**config.mk**
```make
export PLATFORM = sky130hd
export DESIGN_NAME = shift_reg_univ
export DESIGN_NICKNAME = d
export VERILOG_FILES = /design/src/rtl/shift_reg_univ.sv
export SDC_FILE = /design/constraint.sdc
export NUM_CORES = 1
export LEC_CHECK = 0
export CAP_MARGIN = 15
export CORE_ASPECT_RATIO = 1.5
export CORE_MARGIN = 5
export CORE_UTILIZATION = 47
export CTS_CLUSTER_DIAMETER = 40
export DETAILED_ROUTE_END_ITERATION = 10
export PLACE_DENSITY = 0.79
export REMOVE_ABC_BUFFERS = 1
export SLEW_MARGIN = 20
export SYNTH_ARGS = -nofsm -noshare
export SYNTH_HDL_FRONTEND = slang
export SYNTH_SLANG_ARGS = --single-unit
```
**constraint.sdc**
```tcl
create_clock -name clk -period 1.9 [get_ports clk]
set_clock_uncertainty 0.15 [all_clocks]
set_input_delay 0.19 -clock clk [delete_from_list [all_inputs] [get_ports clk]]
set_output_delay 0.19 -clock clk [all_outputs]
set_load 0.01 [all_outputs]
```
**src/rtl/shift_reg_univ.sv**
```systemverilog
`default_nettype none
// ============================================================================
// Module   : shift_reg_univ
// Purpose  : Universal register (hold/load/shift/rotate/invert) with serial
//            in/out and a frame counter for serialiser/deserialiser use.
// Revision : 1.0 - initial release
// ============================================================================
module shift_reg_univ #(
    parameter int                 WIDTH   = 8,
    parameter int                 CNT_W   = 4,
    parameter logic [WIDTH-1:0]   RST_VAL = {WIDTH{1'b0}},
    parameter logic [WIDTH-1:0]   SET_VAL = {WIDTH{1'b1}}
) (
    input  logic              clk,
    input  logic              clr,
    input  logic              set,
    input  logic              en,
    input  logic [2:0]        mode,
    input  logic [WIDTH-1:0]  d,
    input  logic              sin,
    output logic [WIDTH-1:0]  q,
    output logic              sout_l,
    output logic              sout_r,
    output logic [CNT_W-1:0]  shift_cnt,
    output logic              frame_done
);

    localparam logic [2:0] c_MODE_HOLD = 3'b000;
    localparam logic [2:0] c_MODE_LOAD = 3'b001;
    localparam logic [2:0] c_MODE_SHL  = 3'b010;
    localparam logic [2:0] c_MODE_SHR  = 3'b011;
    localparam logic [2:0] c_MODE_ROL  = 3'b100;
    localparam logic [2:0] c_MODE_ROR  = 3'b101;
    localparam logic [2:0] c_MODE_INV  = 3'b110;

    localparam logic [CNT_W-1:0] c_CNT_LAST = CNT_W'(WIDTH - 1);
    localparam logic [CNT_W-1:0] c_CNT_ONE  = CNT_W'(1);

    logic [WIDTH-1:0] r_q;
    logic [CNT_W-1:0] r_cnt;
    logic             r_done;

    logic [WIDTH-1:0] w_q_next;
    logic             w_is_shift;
    logic             w_is_load;

    always_comb begin
        w_q_next   = r_q;
        w_is_shift = 1'b0;
        w_is_load  = 1'b0;
        case (mode)
            c_MODE_HOLD: w_q_next = r_q;
            c_MODE_LOAD: begin
                w_q_next  = d;
                w_is_load = 1'b1;
            end
            c_MODE_SHL: begin
                w_q_next   = {r_q[WIDTH-2:0], sin};
                w_is_shift = 1'b1;
            end
            c_MODE_SHR: begin
                w_q_next   = {sin, r_q[WIDTH-1:1]};
                w_is_shift = 1'b1;
            end
            c_MODE_ROL: begin
                w_q_next   = {r_q[WIDTH-2:0], r_q[WIDTH-1]};
                w_is_shift = 1'b1;
            end
            c_MODE_ROR: begin
                w_q_next   = {r_q[0], r_q[WIDTH-1:1]};
                w_is_shift = 1'b1;
            end
            c_MODE_INV:  w_q_next = ~r_q;
            default:     w_q_next = r_q;
        endcase
    end

    // The WIDTH-th shift wraps the counter straight to 0 and raises the pulse,
    // so shift_cnt never shows WIDTH.
    always_ff @(posedge clk) begin
        if (clr) begin
            r_q    <= RST_VAL;
            r_cnt  <= '0;
            r_done <= 1'b0;
        end else if (set) begin
            r_q    <= SET_VAL;
            r_cnt  <= '0;
            r_done <= 1'b0;
        end else if (en) begin
            r_q    <= w_q_next;
            r_done <= 1'b0;
            if (w_is_load) begin
                r_cnt <= '0;
            end else if (w_is_shift) begin
                if (r_cnt == c_CNT_LAST) begin
                    r_cnt  <= '0;
                    r_done <= 1'b1;
                end else begin
                    r_cnt <= r_cnt + c_CNT_ONE;
                end
            end
        end else begin
            r_done <= 1'b0;
        end
    end

    assign q          = r_q;
    assign sout_l     = r_q[WIDTH-1];
    assign sout_r     = r_q[0];
    assign shift_cnt  = r_cnt;
    assign frame_done = r_done;

endmodule
`default_nettype wire
```
==> results of run 1 <==
[final timing paths]
kind	start	cells after the start	slack, ns	to
setup reg to reg	q[2]	4	0.35	q[2]
hold / removal	shift_cnt[1]	2	0.35	shift_cnt[1]
hold reg to reg	shift_cnt[1]	2	0.35	shift_cnt[1]
setup / recovery	mode[0]	6	0.17	q[6]
[Yosys cell counts]
cell	count	area, sq um
a211o_1	5	43.8
a211oi_1	2	15.0
a21oi_1	12	60.1
a221oi_1	4	35.0
a221oi_2	1	15.0
a31oi_1	2	12.5
and4_1	1	8.76
buf_2	1	5.00
buf_4	2	15.0
buf_6	5	56.3
clkbuf_1	3	11.3
dfxtp_1	13	260
ha_1	1	12.5
inv_1	5	18.8
mux2i_1	6	60.1
mux4_1	4	105
mux4_2	1	22.5
nand2_1	5	18.8
nand2b_1	2	12.5
nand3_1	6	30.0
nand3_2	1	10.0
nand3b_1	2	15.0
nand4_1	2	12.5
nor2_1	16	60.1
nor2b_1	6	37.5
nor3b_1	1	7.51
nor4b_1	1	8.76
o211ai_1	2	15.0
o21a_1	1	7.51
o21ai_0	4	20.0
o31a_1	1	8.76
or2_2	2	12.5
or3_4	1	11.3
xnor2_1	1	8.76
xor2_1	1	8.76
[stage by stage]
step	power, W	util [%]	area, sq um
6_report	0.000766	67.0	1480
5_1_grt	0.000816	67.0	1480
4_1_cts	0.000769	67.0	1480
3_5_place_dp	0.000591	65.8	1450
3_3_place_gp	0.000582	65.8	1450
2_1_floorplan	0.000431	-	975
[metal layers]
layer / vias up / track usage (%)
li1: 540 / -
met1: 531 / 20.1
met2: 38 / 35.6
met3: 4 / 4.14
met4: 0 / 7.41
met5: - / 0
[power by group through the flow]
stage	registers, W	logic (W)	clock network, W
after floorplan	0.000326	0.000105	0
after global placement	0.000323	0.000260	0
after detailed placement	0.000324	0.000267	0
after CTS	0.000318	0.000268	0.000183
after global routing	0.000324	0.000292	0.000201
final	0.000319	0.000269	0.000178
[state kept, by name (all words and copies together) (netlist names)]
register	flops
frame_done	1
shift_cnt	4
q	8
[cell type report]
cell class	count	area [sq um]	area share (%)
Clock inverter	1	5.00	0.338
Timing Repair Buffer	48	448	30.3
Sequential cell	13	260	17.6
Multi-Input combinational cell	94	696	47.0
Clock buffer	3	22.5	1.52
Inverter	5	18.8	1.27
Tap cell	23	28.8	1.95
[layout by cell type (no fill, tap or decap), drive strengths merged]
master          n
nor4b           1
clkbuf          3
or2             2
nor2b           6
a211oi          2
nand3           7
dfxtp          13
a211o           5
buf            18
inv             5
mux4            5
o31a            1
nand2           5
mux2i           6
clkdlybuf4s50  30
xnor2           1
or3             1
o211ai          2
nor3b           1
and4            1
a21oi          12
a221oi          5
nand4           2
a31oi           2
nand3b          2
xor2            1
o21a            1
clkinv          1
o21ai           4
nor2           16
nand2b          2
ha              1
[worst max-delay path, delay by kind of cell]
kind            cells  cell delay (ns)
compound gates      1             0.30
simple gates        2             0.33
buf+inv             3             0.94
[logic make-up (layout without fill, tap and decap cells)]
group / count (synthesis) / in the layout / share of synthesized area [%]
multiplexers: 11 / 11 / 17.7
flip-flops: 13 / 13 / 24.5
XOR/XNOR: 2 / 2 / 1.65
AND/OR/NAND/NOR: 46 / 46 / 23.1
AO/OA/AOI/OAI: 34 / 34 / 21.9
buffers and inverters: 16 / 57 / 10.0
adder cells (fa/ha/maj): 1 / 1 / 1.18
==> results.md, run 1 <==
* Outcome: finished, final reports clean
* WP data arrival at 1.76 ns
* Crit-path cells: clkdlybuf4s50_1, buf_4, nand3_1, nand3_1, buf_4, a221oi_1
* Post-synthesis sequential area ratio at 24.5%
* Die area at 3330 sq um
* Synth warn at 0
* Site Rows at 21
* Wire per inst at 16.0 um
* Final Wtd Congestion at 0.804
* Crit path required time at 1.93 ns
* Slew HR at 78.9%
* I/O pin count at 31
* Filler instances at 199
* TritonRoute pass-1 iters at 4
* Detailed placement HPWL at 2.36 mm
* Switching share of power at 31.6%
* Slew @ Worst Pin at 0.315 ns
* RSZ-0062 raised after global routing: false
* Die Y at 68.2 um
* M1 wire length at 1.15 mm
* Leak at 0.596 nW
* Cell-internal power at 0.000524 W
* Worst Setup End Kind: flip-flop
* Core footprint at 2210 sq um
* Post-CTS setup buffer count at 0
* GRT Resource Usage Total at 18.8%
* Worst IR Drop VDD at 477 uV
* FMAX at 578 MHz
* Nets@finish at 182
* GRT overflow at 0
* Worst Hold Class: flip-flop to flip-flop
* Area delta synth->final at 39.2%
* Final WS setup at 0.170 ns
* Final WL at 3.00 mm
* Drt drc at 0
* Total CTS buffers at 3
* Placed Cells at 183
* WL met2 at 1.63 mm
* First-pass GRT wire length at 5.02 mm
* Initial Utilization at 48.1%
* Clock Sinks at 13
* Seq cells post-synth at 13
* CP peak stage delay at 0.53 ns
* Syn_area_per_cell at 8.64 sq um
* Routed vias/inst at 5.95
* Final setup vio count at 0
* Worst-skew pair later-pin latency at 0.28 ns
* Clock input transition at the sequential cells of the worst setup and hold paths at 0.09 ns
* Clock group share of total power at 23.2%
* Startpoint Class: input pin
* Antenna cells at 0
* Vias at 1113
* CTS tree: done
* Met3 wire len at 182 um
* Port Buffers at 30
* Seq pwr share at 41.7%
* Max-cap violations at 0
* Mapped Cells at 123
* Worst-path fanout max at 6
* Root Driver: clkbuf_4
* P per Cell Area at 518 nW/um^2
* Initial antenna violation count at 0
* Clk buf depth at 2
* Setup TNS at 0 ns
* Finished Layout Cells at 187
* Unique masters post-synth at 35
* Mapped cell area at 1060 sq um
* Slowest-stage cell, CP: clkdlybuf4s50_1
* Max Used Layer: met4
* P_sw at 0.000242 W
* Die width at 48.8 um
* Post-layout min period at 1.73 ns
* Final hold slack at 0.346 ns
* Place WS at -0.0979 ns
* Largest net degree at the start of global routing at 19
* Initial DRC count at 30
* Post-route ant nets at 0
* Hold_buf cts at 0
* Tcrit/Tclk final at 91.0%
* Ratio of cells with drive above 1 in the final layout at 17.1%
* Logic pwr share at 35.1%
* Post-CTS Resized at 0
* Vias in the first global route at 1142
* Slew Viols, Final at 0
* Fin. Hold Viols at 0
* Crit Path Class: input pin to flip-flop
* CTS H-tree depth at 1
Power figures use the tool's default switching activity.
==> run 2, diff against run 1 <==
--- a/config.mk
+++ b/config.mk
@@ -6,12 +6,13 @@
 export NUM_CORES = 1
 export LEC_CHECK = 0
 export CAP_MARGIN = 15
-export CORE_ASPECT_RATIO = 1.5
 export CORE_MARGIN = 5
-export CORE_UTILIZATION = 47
+export CORE_UTILIZATION = 59
 export CTS_CLUSTER_DIAMETER = 40
 export DETAILED_ROUTE_END_ITERATION = 10
-export PLACE_DENSITY = 0.79
+export DONT_BUFFER_PORTS = 1
+export GPL_ROUTABILITY_DRIVEN = 0
+export PLACE_DENSITY = 0.75
 export REMOVE_ABC_BUFFERS = 1
 export SLEW_MARGIN = 20
 export SYNTH_ARGS = -nofsm -noshare
==> run 2 against run 1 <==
Net effect:
- the flow now finishes with violations (hold timing)
- clock power rose by 4%
- register-to-register slack got worse by 0.07 ns
- non-clock buffer count fell by 42
- core utilization shrank 3.7 points
- final cell count decreased by 21%
- worst setup slack gained 0.10 ns
- sequential power is 3% higher
- clock-buffer cell count up 1
- sequential share of layout area rose by 6.2 points
- cell area decreased by 26%
- critical path depth down 2
- critical path type is now flip-flop to flip-flop
- critical endpoint is now q[3]
- highest routed layer unchanged
==> results.md, run 2 (synthesized netlist as in run 1, its figures left out) <==
* Slew HR at 72.5% (-6.5 points)
* Vias in the first global route at 934 (-18%)
* Initial Utilization at 61.5% (+13 points)
* WP data arrival at 1.64 ns (-0.12 ns)
* Root Driver: clkbuf_4
* Met1 usage at 26.2% (+6.1 points)
* Worst reg2reg path depth at 4 (unchanged)
* Area delta synth->final at 2.83%
* Crit path required time at 1.91 ns (-0.02 ns)
* Setup TNS at 0 ns (unchanged)
* CTS tree: done
* Max FFs per register at 8 (unchanged)
* GRT Resource Usage Total at 20.8% (+2.0 points)
* Startpoint Class: flip-flop
* CP delay by family, top: flip-flops
* Initial DRC count at 9 (-70%)
* Die width at 52.4 um (+7.4%)
* Outcome: finished with violations
* End-of-flow core utilization at 63.3% (-3.7 points)
* FMAX at 616 MHz (+6.5%)
* Fin. Hold Viols at 1 (+1)
* Max-cap violations at 0 (unchanged)
* Post-layout min period at 1.62 ns (-0.105 ns)
* Crit-path cells: inv_1, mux4_1, a21oi_1, a221oi_1
* Clock Sinks at 13 (unchanged)
* CTS H-tree depth at 1 (unchanged)
* Worst-skew pair later-pin latency at 0.29 ns (about the same)
* Slowest-stage cell, CP: dfxtp_1
* Tcrit/Tclk final at 85.5% (-5.5 points)
* R2R Path End: q[3]
* Post-CTS setup buffer count at 0 (unchanged)
* Post-route ant nets at 0 (unchanged)
* Nets@finish at 140 (-23%)
* Overall power at 0.000657 W (-14%)
* Final hold slack at -0.00258 ns (-0.349 ns)
* M2 GR Usage at 33.3% (-2.4 points)
* Most common cell after layout, fill and taps aside: nor2_1
* TritonRoute pass-1 iters at 4 (unchanged)
* Drt drc at 0 (unchanged)
* Worst Setup End Kind: flip-flop
* Wire per inst at 18.3 um (+14%)
* R2R Setup Slk at 0.28 ns (-0.07 ns)
* Gr busiest metal: met2
* Ratio of cells with drive above 1 in the final layout at 7.38% (-9.7 points)
* Final setup vio count at 0 (unchanged)
* Detailed placement HPWL at 1.72 mm (-27%)
* M3 GR Usage at 6.27% (+2.1 points)
* Site Rows at 15 (-29%)
* I/O pin count at 31 (unchanged)
* Port Buffers at 0 (-100%)
* CP bufs+invs at 1 (-2)
* Total CTS buffers at 3 (unchanged)
* Leak at 0.414 nW (-30%)
* Slew @ Worst Pin at 0.412 ns (+0.0968 ns)
* Worst Hold Class: input pin to flip-flop
* Clock input transition at the sequential cells of the worst setup and hold paths at 0.10 ns (about the same)
* Min-Delay Endpoint: q[3]
* Largest net degree at the start of global routing at 25 (+6)
* Final WL at 2.69 mm (-10%)
* GRT overflow at 0 (unchanged)
* Routed vias/inst at 6.46 (+8.6%)
* Placed Cells at 137 (-25%)
* P per Cell Area at 601 nW/um^2 (+16%)
* Worst IR Drop VDD at 357 uV (-25%)
* Antenna cells at 0 (unchanged)
* Vias at 950 (-15%)
* Core footprint at 1730 sq um (-22%)
* Hold Path Origin: mode[2]
* RSZ-0062 raised after global routing: false
* Die area at 2750 sq um (-17%)
* Crit Path Class: flip-flop to flip-flop
* Worst-path fanout max at 7 (+1)
* Finished Layout Cells at 147 (-21%)
* Die Y at 52.4 um (-23%)
* Failing checks: hold timing
* Hold-critical path depth at 2 (unchanged)
* Slew Viols, Final at 0 (unchanged)
* Clk buf depth at 2 (unchanged)
* RR Startpoint: q[3]
* First-pass GRT wire length at 4.34 mm (-14%)
* CP peak stage delay at 0.52 ns (about the same)
* Most frequent cells in the layout: nor2_1, dfxtp_1, a21oi_1
* Initial antenna violation count at 0 (unchanged)
-- run 2: worst max-delay path by stage --
stage / start / to / slack [ns] / cells after the start
final: q[3] / q[3] / 0.28 / 4
after global routing: q[3] / q[3] / 0.16 / 4
after CTS: q[3] / q[3] / 0.28 / 4
after detailed placement: q[3] / q[3] / 0.29 / 4
after global placement: q[3] / q[3] / 0.32 / 4
after floorplan: q[5] / q[5] / 0.44 / 4
-- run 2: routing by layer --
layer	routed length (um)	share of wire (%)	vias to the layer above
li1	-	-	457
met1	1180	44	451
met2	1250	47	38
met3	228	8.5	4
met4	30	1.1	0
met5	0	0	-
-- run 2: layout make-up --
type | instances | area [sq um]
Clock buffer | 4 | 26.3
Timing Repair Buffer | 6 | 60.1
Inverter | 5 | 18.8
Sequential cell | 13 | 260
Tap cell | 25 | 31.3
Fill cell | 158 | 634
Multi-Input combinational cell | 94 | 696
-- run 2: power by group --
part / switching [W] / leakage, nW / total [W] / internal, W
Combinational: 0.0000622 / 0.292 / 0.000141 / 0.0000789
Sequential: 0.0000403 / 0.108 / 0.000330 / 0.000290
Clock: 0.000104 / 0.0150 / 0.000186 / 0.0000816
Total: 0.000207 / 0.414 / 0.000657 / 0.000450
-- run 2: repair_timing --
action,4_1_cts,5_1_grt
hold buffers,6,0
endpoints found under the hold margin,13,0
resized for setup,0,0
-- run 2: metrics by stage --
step / setup WS [ns] / instance area, sq um
floorplan: 0.440 / 975
global placement: 0.324 / 1010
detailed placement: 0.291 / 1010
CTS: 0.282 / 1090
global route: 0.164 / 1090
finish: 0.275 / 1090
